==> config.mk <==
export PLATFORM = sky130hd
export DESIGN_NAME = name_stream_arbiter
export DESIGN_NICKNAME = d
export VERILOG_FILES = /design/src/rtl/name_pkg.sv /design/src/rtl/rr_pick.sv /design/src/rtl/name_stream_arbiter.sv
export SDC_FILE = /design/constraint.sdc
export NUM_CORES = 1
export LEC_CHECK = 0
export ABC_AREA = 1
export BUFFER_PORTS_ARGS = -buffer_cell sky130_fd_sc_hd__buf_2
export CAP_MARGIN = 20
export CORE_MARGIN = 3
export CORE_UTILIZATION = 45
export CTS_CLUSTER_SIZE = 25
export DETAILED_ROUTE_END_ITERATION = 12
export PLACE_DENSITY = 0.79
export SYNTH_ARGS = -nofsm -noshare
export SYNTH_HDL_FRONTEND = slang
export SYNTH_HIERARCHICAL = 1
export SYNTH_SLANG_ARGS = --single-unit
==> constraint.sdc <==
create_clock -name clk -period 1.58 [get_ports clk]
set_clock_uncertainty 0.15 [all_clocks]
set_input_delay 0.316 -clock clk [delete_from_list [all_inputs] [get_ports clk]]
set_output_delay 0.316 -clock clk [all_outputs]
set_load 0.02 [all_outputs]
==> src/rtl/name_pkg.sv <==
// Shared types and defaults for the name stream arbiter.
package name_pkg;

  typedef enum logic [2:0] {
    IDLE,
    CLEAR,
    STREAM,
    DRAIN,
    REPORT
  } state_t;

  localparam int DEF_N       = 4;
  localparam int DEF_MAX_LEN = 16;
  localparam int DEF_DET_LAT = 1;

  localparam logic [7:0] ASCII_NUL = 8'h00;
  localparam logic [7:0] ASCII_A   = 8'h41;
  localparam logic [7:0] ASCII_Z   = 8'h5A;

endpackage

==> src/rtl/rr_pick.sv <==
// Combinational round-robin picker: first valid index searching from ptr+1 modulo N.
module rr_pick #(
  parameter  int N  = 4,
  localparam int IW = $clog2(N)
) (
  input  logic [N-1:0]  valid,
  input  logic [IW-1:0] ptr,
  output logic [IW-1:0] grant,
  output logic          any
);

  logic [IW-1:0] cand [N];

  // cand[gi] is the index at distance gi+1 after ptr, wrapped into 0..N-1
  for (genvar gi = 0; gi < N; gi++) begin : g_cand
    logic [IW:0] sum;
    assign sum = {1'b0, ptr} + (IW+1)'(gi + 1);
    assign cand[gi] = (sum >= (IW+1)'(N)) ? IW'(sum - (IW+1)'(N)) : sum[IW-1:0];
  end

  // Scan farthest to nearest so the closest valid candidate wins.
  always_comb begin
    grant = '0;
    any   = 1'b0;
    for (int k = N - 1; k >= 0; k--) begin
      if (valid[cand[k]]) begin
        grant = cand[k];
        any   = 1'b1;
      end
    end
  end

endmodule

==> src/rtl/name_stream_arbiter.sv <==
// Grants a single name detector to one of N character sources per word and
// reports one result (source, hit, length, truncation) per word.
module name_stream_arbiter
  import name_pkg::*;
#(
  parameter  int N       = DEF_N,
  parameter  int MAX_LEN = DEF_MAX_LEN,
  parameter  int DET_LAT = DEF_DET_LAT,
  localparam int IW      = $clog2(N)
) (
  input  logic            clk,
  input  logic            rst,
  input  logic [N-1:0]    src_valid,
  input  logic [8*N-1:0]  src_data,
  input  logic [N-1:0]    src_last,
  output logic [N-1:0]    src_ready,
  output logic            det_clr,
  output logic            det_en,
  output logic [7:0]      det_letter,
  input  logic [7:0]      det_match,
  output logic            res_valid,
  output logic [IW-1:0]   res_src,
  output logic            res_hit,
  output logic [7:0]      res_len,
  output logic            res_trunc
);

  localparam logic [N-1:0] ONE        = {{(N-1){1'b0}}, 1'b1};
  localparam logic [7:0]   MAX_LEN8   = 8'(MAX_LEN);
  localparam logic [2:0]   LAST_DRAIN = 3'(DET_LAT - 1);

  state_t        state_reg;
  logic [IW-1:0] ptr_reg;
  logic [IW-1:0] grant_reg;
  logic [7:0]    len_reg;
  logic          hit_reg;
  logic          trunc_reg;
  logic [2:0]    drain_cnt_reg;

  logic [IW-1:0] pick;
  logic          pick_any;
  logic [7:0]    data_arr [N];
  logic [7:0]    cur_data;
  logic          cur_last;
  logic          accept;
  logic          match_now;
  logic [7:0]    len_next;

  rr_pick #(.N(N)) u_pick (
    .valid (src_valid),
    .ptr   (ptr_reg),
    .grant (pick),
    .any   (pick_any)
  );

  for (genvar gi = 0; gi < N; gi++) begin : g_data
    assign data_arr[gi] = src_data[gi*8 +: 8];
  end

  assign cur_data  = data_arr[grant_reg];
  assign cur_last  = src_last[grant_reg];
  assign accept    = src_valid[grant_reg] & src_ready[grant_reg];
  assign match_now = (det_match != 8'd0);
  assign len_next  = len_reg + 8'd1;

  always_ff @(posedge clk) begin
    if (rst) begin
      state_reg     <= IDLE;
      ptr_reg       <= IW'(N - 1);
      grant_reg     <= '0;
      len_reg       <= 8'd0;
      hit_reg       <= 1'b0;
      trunc_reg     <= 1'b0;
      drain_cnt_reg <= 3'd0;
      src_ready     <= '0;
      det_clr       <= 1'b0;
      det_en        <= 1'b0;
      det_letter    <= ASCII_NUL;
      res_valid     <= 1'b0;
      res_src       <= '0;
      res_hit       <= 1'b0;
      res_len       <= 8'd0;
      res_trunc     <= 1'b0;
    end else begin
      det_clr   <= 1'b0;
      det_en    <= 1'b0;
      res_valid <= 1'b0;
      case (state_reg)
        IDLE: begin
          if (pick_any) begin
            grant_reg <= pick;
            det_clr   <= 1'b1;
            state_reg <= CLEAR;
          end
        end
        CLEAR: begin
          len_reg   <= 8'd0;
          hit_reg   <= 1'b0;
          trunc_reg <= 1'b0;
          src_ready <= ONE << grant_reg;
          state_reg <= STREAM;
        end
        STREAM: begin
          if (match_now) hit_reg <= 1'b1;
          if (accept) begin
            det_en     <= 1'b1;
            det_letter <= cur_data;
            len_reg    <= len_next;
            if (cur_last || len_next == MAX_LEN8) begin
              src_ready     <= '0;
              trunc_reg     <= ~cur_last;
              drain_cnt_reg <= 3'd0;
              state_reg     <= DRAIN;
            end
          end
        end
        DRAIN: begin
          if (match_now) hit_reg <= 1'b1;
          if (drain_cnt_reg == LAST_DRAIN) state_reg <= REPORT;
          else drain_cnt_reg <= drain_cnt_reg + 3'd1;
        end
        REPORT: begin
          // Match for the final letter lands here when the detector needs the full latency.
          res_valid <= 1'b1;
          res_src   <= grant_reg;
          res_hit   <= hit_reg | match_now;
          res_len   <= len_reg;
          res_trunc <= trunc_reg;
          ptr_reg   <= grant_reg;
          state_reg <= IDLE;
        end
        default: state_reg <= IDLE;
      endcase
    end
  end

endmodule

* Yosys cells after proc, flatten, opt, wreduce, memory -nomap -nowiden
Cells that the tools add are included.
** Word-level totals
- Register bits after elaboration :: 47
- Input port bits :: 50
- Output and inout bits :: 27
- Logic and storage cells :: 122
** Cells by class
- $add $sub $neg :: 10
- Order comparisons :: 10
- Equal/unequal tests :: 11
- Shifts and indexed selects :: 1
- Mux-type cells :: 51
- Bitwise operators :: 6
- Reduce and logical (&&, ||, !) cells :: 17
** Operators by type and width (number)
- $mux W8 :: 3
- $mux W3 :: 7
- $mux W1 :: 17
- $bmux W8 S2 :: 1
- $mux W2 :: 8
- $pmux W8 S2 :: 1
- $ge A3 B3 Y1 const B :: 5
- $lt A2 B3 Y1 const B :: 5
- $bmux W1 S2 :: 7
- $pmux W3 S4 :: 1
- $ne A2 B2 Y1 const B :: 5
- $add A8 B1 Y8 const B :: 1
- $eq A8 B5 Y1 const B :: 1
- $mux W4 :: 2
- $pmux W4 S2 :: 1
- $reduce_and A2 Y1 :: 4
- $reduce_and A4 Y1 :: 2
- $reduce_bool A8 Y1 :: 1
- $sub A2 B1 Y2 const B :: 4
- $add A2 B2 Y3 const B :: 2
- $eq A3 B2 Y1 const B :: 2
- $logic_not A3 Y1 :: 2
- $pmux W3 S2 :: 1
- $reduce_bool A2 Y1 :: 3
- other kinds (15) :: 20

* Longest topological paths before layout
- Depth in word-level cells :: 11
- Mapped depth :: 13
- Gate-level depth less buffers :: 12

* Hierarchy
Netlist, hierarchy kept.
** Modules (own cells, without submodules)
- name_stream_arbiter :: times used 1, cells an instance 334, area an instance 2351.0 um^2, sequential area each 940.9 um^2
- rr_pick :: times used 1, cells an instance 49, area an instance 226.5 um^2, sequential area each 0.0 um^2

* Worst setup path before layout
Ideal clock, no wire load.
- Kind :: register -> register
- From :: register grant_reg[0]
- To :: register len_reg[6]
- Setup time :: 116 ps
- Arrival :: 1442 ps
- Required time :: 1314 ps
- Setup slack :: -128 ps
- Cell stages (with the launch flop) :: 14
- Buffers on the path :: 3
- Period minus slack after synthesis :: 1708 ps
- Cell sequence :: dfxtp_1 > buf_6 > nand2_1 > inv_2 > buf_6 > nand2_2 > nand4_4 > nand2_4 > nand2_8 > nand2_8 > inv_6 > buf_6 > o21ai_0 > nor2_1
** On the way
- Word-level cells in the longest chain between the ends :: 5
- Elaborated cells on any way between the ends :: 7
- Those cells by class :: 1 x eq/ne; 4 x mux; 1 x bitwise; 1 x reduce/logical
** RTL lines
- start: declaration :: line name_stream_arbiter.sv:34 : logic [IW-1:0] grant_reg;
- start signal: assignment :: line name_stream_arbiter.sv:91 : grant_reg <= pick;
- $bmux W1 S2 :: line name_stream_arbiter.sv:62 : assign accept = src_valid[grant_reg] & src_ready[grant_reg];
- $mux W1 (implied by the code) :: line name_stream_arbiter.sv:62
- $and A1 B1 Y1 (*) :: line name_stream_arbiter.sv:62
- $ne A2 B2 Y1 (no source line) (*)
- $reduce_and A2 Y1 (no source line) (*)
- end signal: assignment :: line name_stream_arbiter.sv:108 : len_reg <= len_next;
- end: declaration :: line name_stream_arbiter.sv:35 : logic [7:0] len_reg;
Mark *: on every way between the ends. The rest lies on a longest branch, timed or not. The select of a mux whose other input is x is not followed.
A chain may end at the register's enable or synchronous reset.

* Final worst setup path
- From :: register len_reg[0]
- To :: register state_reg[0]
** On the way
- Word-level cells in the longest chain between the ends :: 5
** RTL lines
- $add A8 B1 Y8 :: line name_stream_arbiter.sv:64 : assign len_next = len_reg + 8'd1;
- $eq A8 B5 Y1 :: line name_stream_arbiter.sv:109 : if (cur_last || len_next == MAX_LEN8) begin
- $logic_or A1 B1 Y1 :: line name_stream_arbiter.sv:109
- $ne A2 B2 Y1 (no source line)
- $reduce_and A4 Y1 (no source line)
- end signal: assignment :: line name_stream_arbiter.sv:113 : state_reg <= DRAIN;
- end signal: assignment :: line name_stream_arbiter.sv:119 : if (drain_cnt_reg == LAST_DRAIN) state_reg <= REPORT;
- end signal: assignment :: line name_stream_arbiter.sv:130 : state_reg <= IDLE;
- end: declaration :: line name_stream_arbiter.sv:32 : state_t state_reg;
Every way passes these cells.

==> flow_summary.yaml <==
yosys:
  synth_async_sr_flop_share: 0
  synth_enable_flop_cells: 0
  postSynthNetCount: 436
  synth_area_per_cell_um2: 6.73
  ys.flop_type: "dfxtp_1"
  yosys_warnings: 6
  synthDistinctLibCells: 30
  synth_sequential_area_ratio: 0.365
  syn-instance-count: 383
  synthesis.area_um2: 2580
  synth-seq-cells: 47
detailed_routing:
  route.detailed.wl_per_inst_um: 15.3
  drc_violations_left: 0
  drt.antenna.violating_nets: 0
  vias_per_cell: 5.42
  drt_first_iter_violations: 255
  postRouteWirelength_mm: 8.87
  vias: 3151
  firstDrtPassIters: 5
power_and_ir_drop:
  power_frac_seq: 0.271
  leakage_uw: 0.00192
  switching_share: 0.453
  p_sw_uw: 2920
  p_comb_frac: 0.586
  highest_ir_drop_seen_on_vdd_mv: 0.961
  power_frac_clock: 0.143
  power.internal_uw: 3530
  cellPowerDensity_nw_per_um2: 1640
timing:
  finalWorstSetupSlack_ns: -0.268
  setup-violations-final: 26
  rsz0062_at_grt: "true"
  maximum_clock_rate_mhz: 541
  whs_ns: 0.118
  final.setup.tns_ns: -3.54
  timing.final.hold_violations: 0
  worstMarginPinSlew_ns: 0.367
  timing.final.max_slew_violations: 0
  layout_min_cycle_time_ns: 1.85
  min_period_over_period: 1.17
  max_slew_margin: 0.755
setup_path:
  cp.depth: 11
  crit_path_max_fanout: 7
  worst_path_max_delay_cell: "dfxtp_2"
  r2r_cells: 11
  wp_data_required_ns: 1.65
  path_cells: "buf_4 > inv_1 > nor2_4 > nand2_1 > nand3_2 > nor2_4 > nand3_4 > nand2_4 > nand3_1 > nor2_1 > nor2_1"
  critical_path_data_arrival_time_ns: 1.92
  crit_family: "simple AND/OR/NAND/NOR gates"
  path_buf_inv: 2
  setup.worst_path.end_class: "flop"
  start_kind: "flop"
  criticalPathCategory: "reg2reg"
  worst_path_largest_cell_delay_ns: 0.35
placement:
  dp_cells: 558
  hpwl_mm: 5.21
  detailed_place.area_um2: 3370
  routability_cong: 0.987
  buffer_ports.inserted: 76
finish:
  fin_area_um2: 3940
  nNetsFinal: 563
  drive_above_1_share: 0.464
  finalCoreUtilization: 0.738
  finalNonFillerCells: 581
  areaGrowthSynthToFinish_pct: 52.7
  num_antenna_cells: 0
  number_of_fill_cells_in_the_layout: 392
die:
  die_width_um: 81.7
  io_pins: 77
  die_h_um: 81.7
  die-area_um2: 6670
  floorplan.core_area_um2: 5340
  initial_utilization: 0.483
  rows: 26
clocking:
  clock_path_buffers: 2
  cts_hold_repair.buffers: 0
  worst_skew_pair.late_latency_ns: 0.33
  cts_buffers: 5
  ctsHtreeMaxLevel: 2
  cts_tree: "done"
  tritoncts_num_sinks: 47
  root_buffer: "clkbuf_8"
  clk_pin_slew_worst_paths_ns: 0.09
run_status:
  outcome: "complete, but fails checks"
  violations: "setup timing"
global_route:
  all_layer_global_routing_usage: 0.236
  via_count_of_the_first_global_routing_pass: 2786
  antenna_found_initial: 0
  global_route.overflow_total: 0
  grt_max_degree: 34
  grt_pass1_wl_mm: 12.3
hold_path:
  min_path_type: "in2reg"
  hold-path-cell-count: 3
flow_run:
  drv.max_cap_violation_count: 0
==> Yosys cell counts (2+ instances only) <==
cell type | n | share of area
dfxtp_1 | 47 | 0.37
o21ai_0 | 28 | 0.054
nor4_1 | 3 | 0.0073
nand3_1 | 42 | 0.082
buf_6 | 5 | 0.022
nand2_1 | 98 | 0.14
nor2_4 | 2 | 0.0087
a21oi_1 | 40 | 0.078
nand2_8 | 2 | 0.016
nand3b_1 | 2 | 0.0058
nand4_1 | 7 | 0.017
nor2_1 | 38 | 0.055
ha_1 | 3 | 0.015
clkbuf_1 | 8 | 0.012
buf_2 | 2 | 0.0039
nor3_1 | 6 | 0.012
inv_2 | 2 | 0.0029
nand2_2 | 7 | 0.017
inv_1 | 30 | 0.044
==> layout by cell type, fill, tap and decap left out, types with 5 or more instances in the layout <==
cell      count
nand3_1      31
dfxtp_1      38
nor2_4        8
nand4_1       7
buf_6         8
nand2_2      24
o21ai_0      11
nor3_1        6
buf_4        47
a21oi_1      36
buf_2        76
nand2_1      72
clkbuf_8      6
o21ai_2       7
o21ai_1      10
dfxtp_2       5
nand2_4       9
inv_1        26
nor2_1       29
nand3_2       9
==> power by group through the flow <==
stage / logic, µW / registers, µW / clock network [µW]
after floorplan: 1850 / 1730 / 0
after global placement: 2780 / 1670 / 0
after detailed placement: 2840 / 1680 / 0
after CTS: 3340 / 1730 / 906
after global routing: 4070 / 1780 / 954
final: 3790 / 1750 / 921
==> through the flow <==
step / setup WS, ns / total power, µW
2_1_floorplan: -0.0591 / 3580
3_3_place_gp: -0.159 / 4450
3_5_place_dp: -0.203 / 4520
4_1_cts: -0.116 / 5970
5_1_grt: -0.352 / 6810
6_report: -0.268 / 6460
==> final cells by class <==
type                            instances  area [µm²]  area share
Multi-Input combinational cell        286        1710       0.435
Sequential cell                        47         962       0.245
Timing Repair Buffer                  135         903       0.230
Inverter                               34         148      0.0375
Clock buffer                            7         108      0.0273
Tap cell                               70        87.6      0.0223
Clock inverter                          1        8.76     0.00223
Timing Repair inverter                  1        6.26     0.00159
==> worst min-delay path, cell delays in order <==
cell     delay (ns)
buf_2          0.08
a21oi_1        0.05
a21oi_1        0.12
==> cells by family (layout without fill, tap and decap cells) <==
family	count (synthesis)	in the layout	synth area share
AND/OR/NAND/NOR	211	211	0.381
AO/OA/AOI/OAI	71	71	0.141
buffers and inverters	50	178	0.0947
flip-flops	47	47	0.365
adder cells (fa/ha/maj)	3	3	0.0146
XOR/XNOR	1	1	0.00340
==> layer usage <==
metal,track usage,share of wire
met3,0.0428,0.076
met1,0.275,0.39
met4,0.0781,0.026
met5,0,0
met2,0.434,0.51
==> worst paths after layout <==
path | startpoint | slack [ns] | endpoint
worst min register to register | res_src[0] | 0.31 | res_src[0]
worst max register to register | len_reg[0] | -0.27 | state_reg[0]
worst min-delay path | src_data[23] | 0.12 | det_letter[7]
worst max-delay path | len_reg[0] | -0.27 | state_reg[0]
==> timing repair <==
| item | in CTS | in global routing |
|---|---|---|
| gates cloned | 1 | 0 |
| pin swaps | 28 | 23 |
| endpoints found under the setup margin | 28 | 28 |
| resized for setup | 57 | 49 |
| buffers inserted | 12 | 3 |
Note: power is estimated with default switching activity, not from simulation.
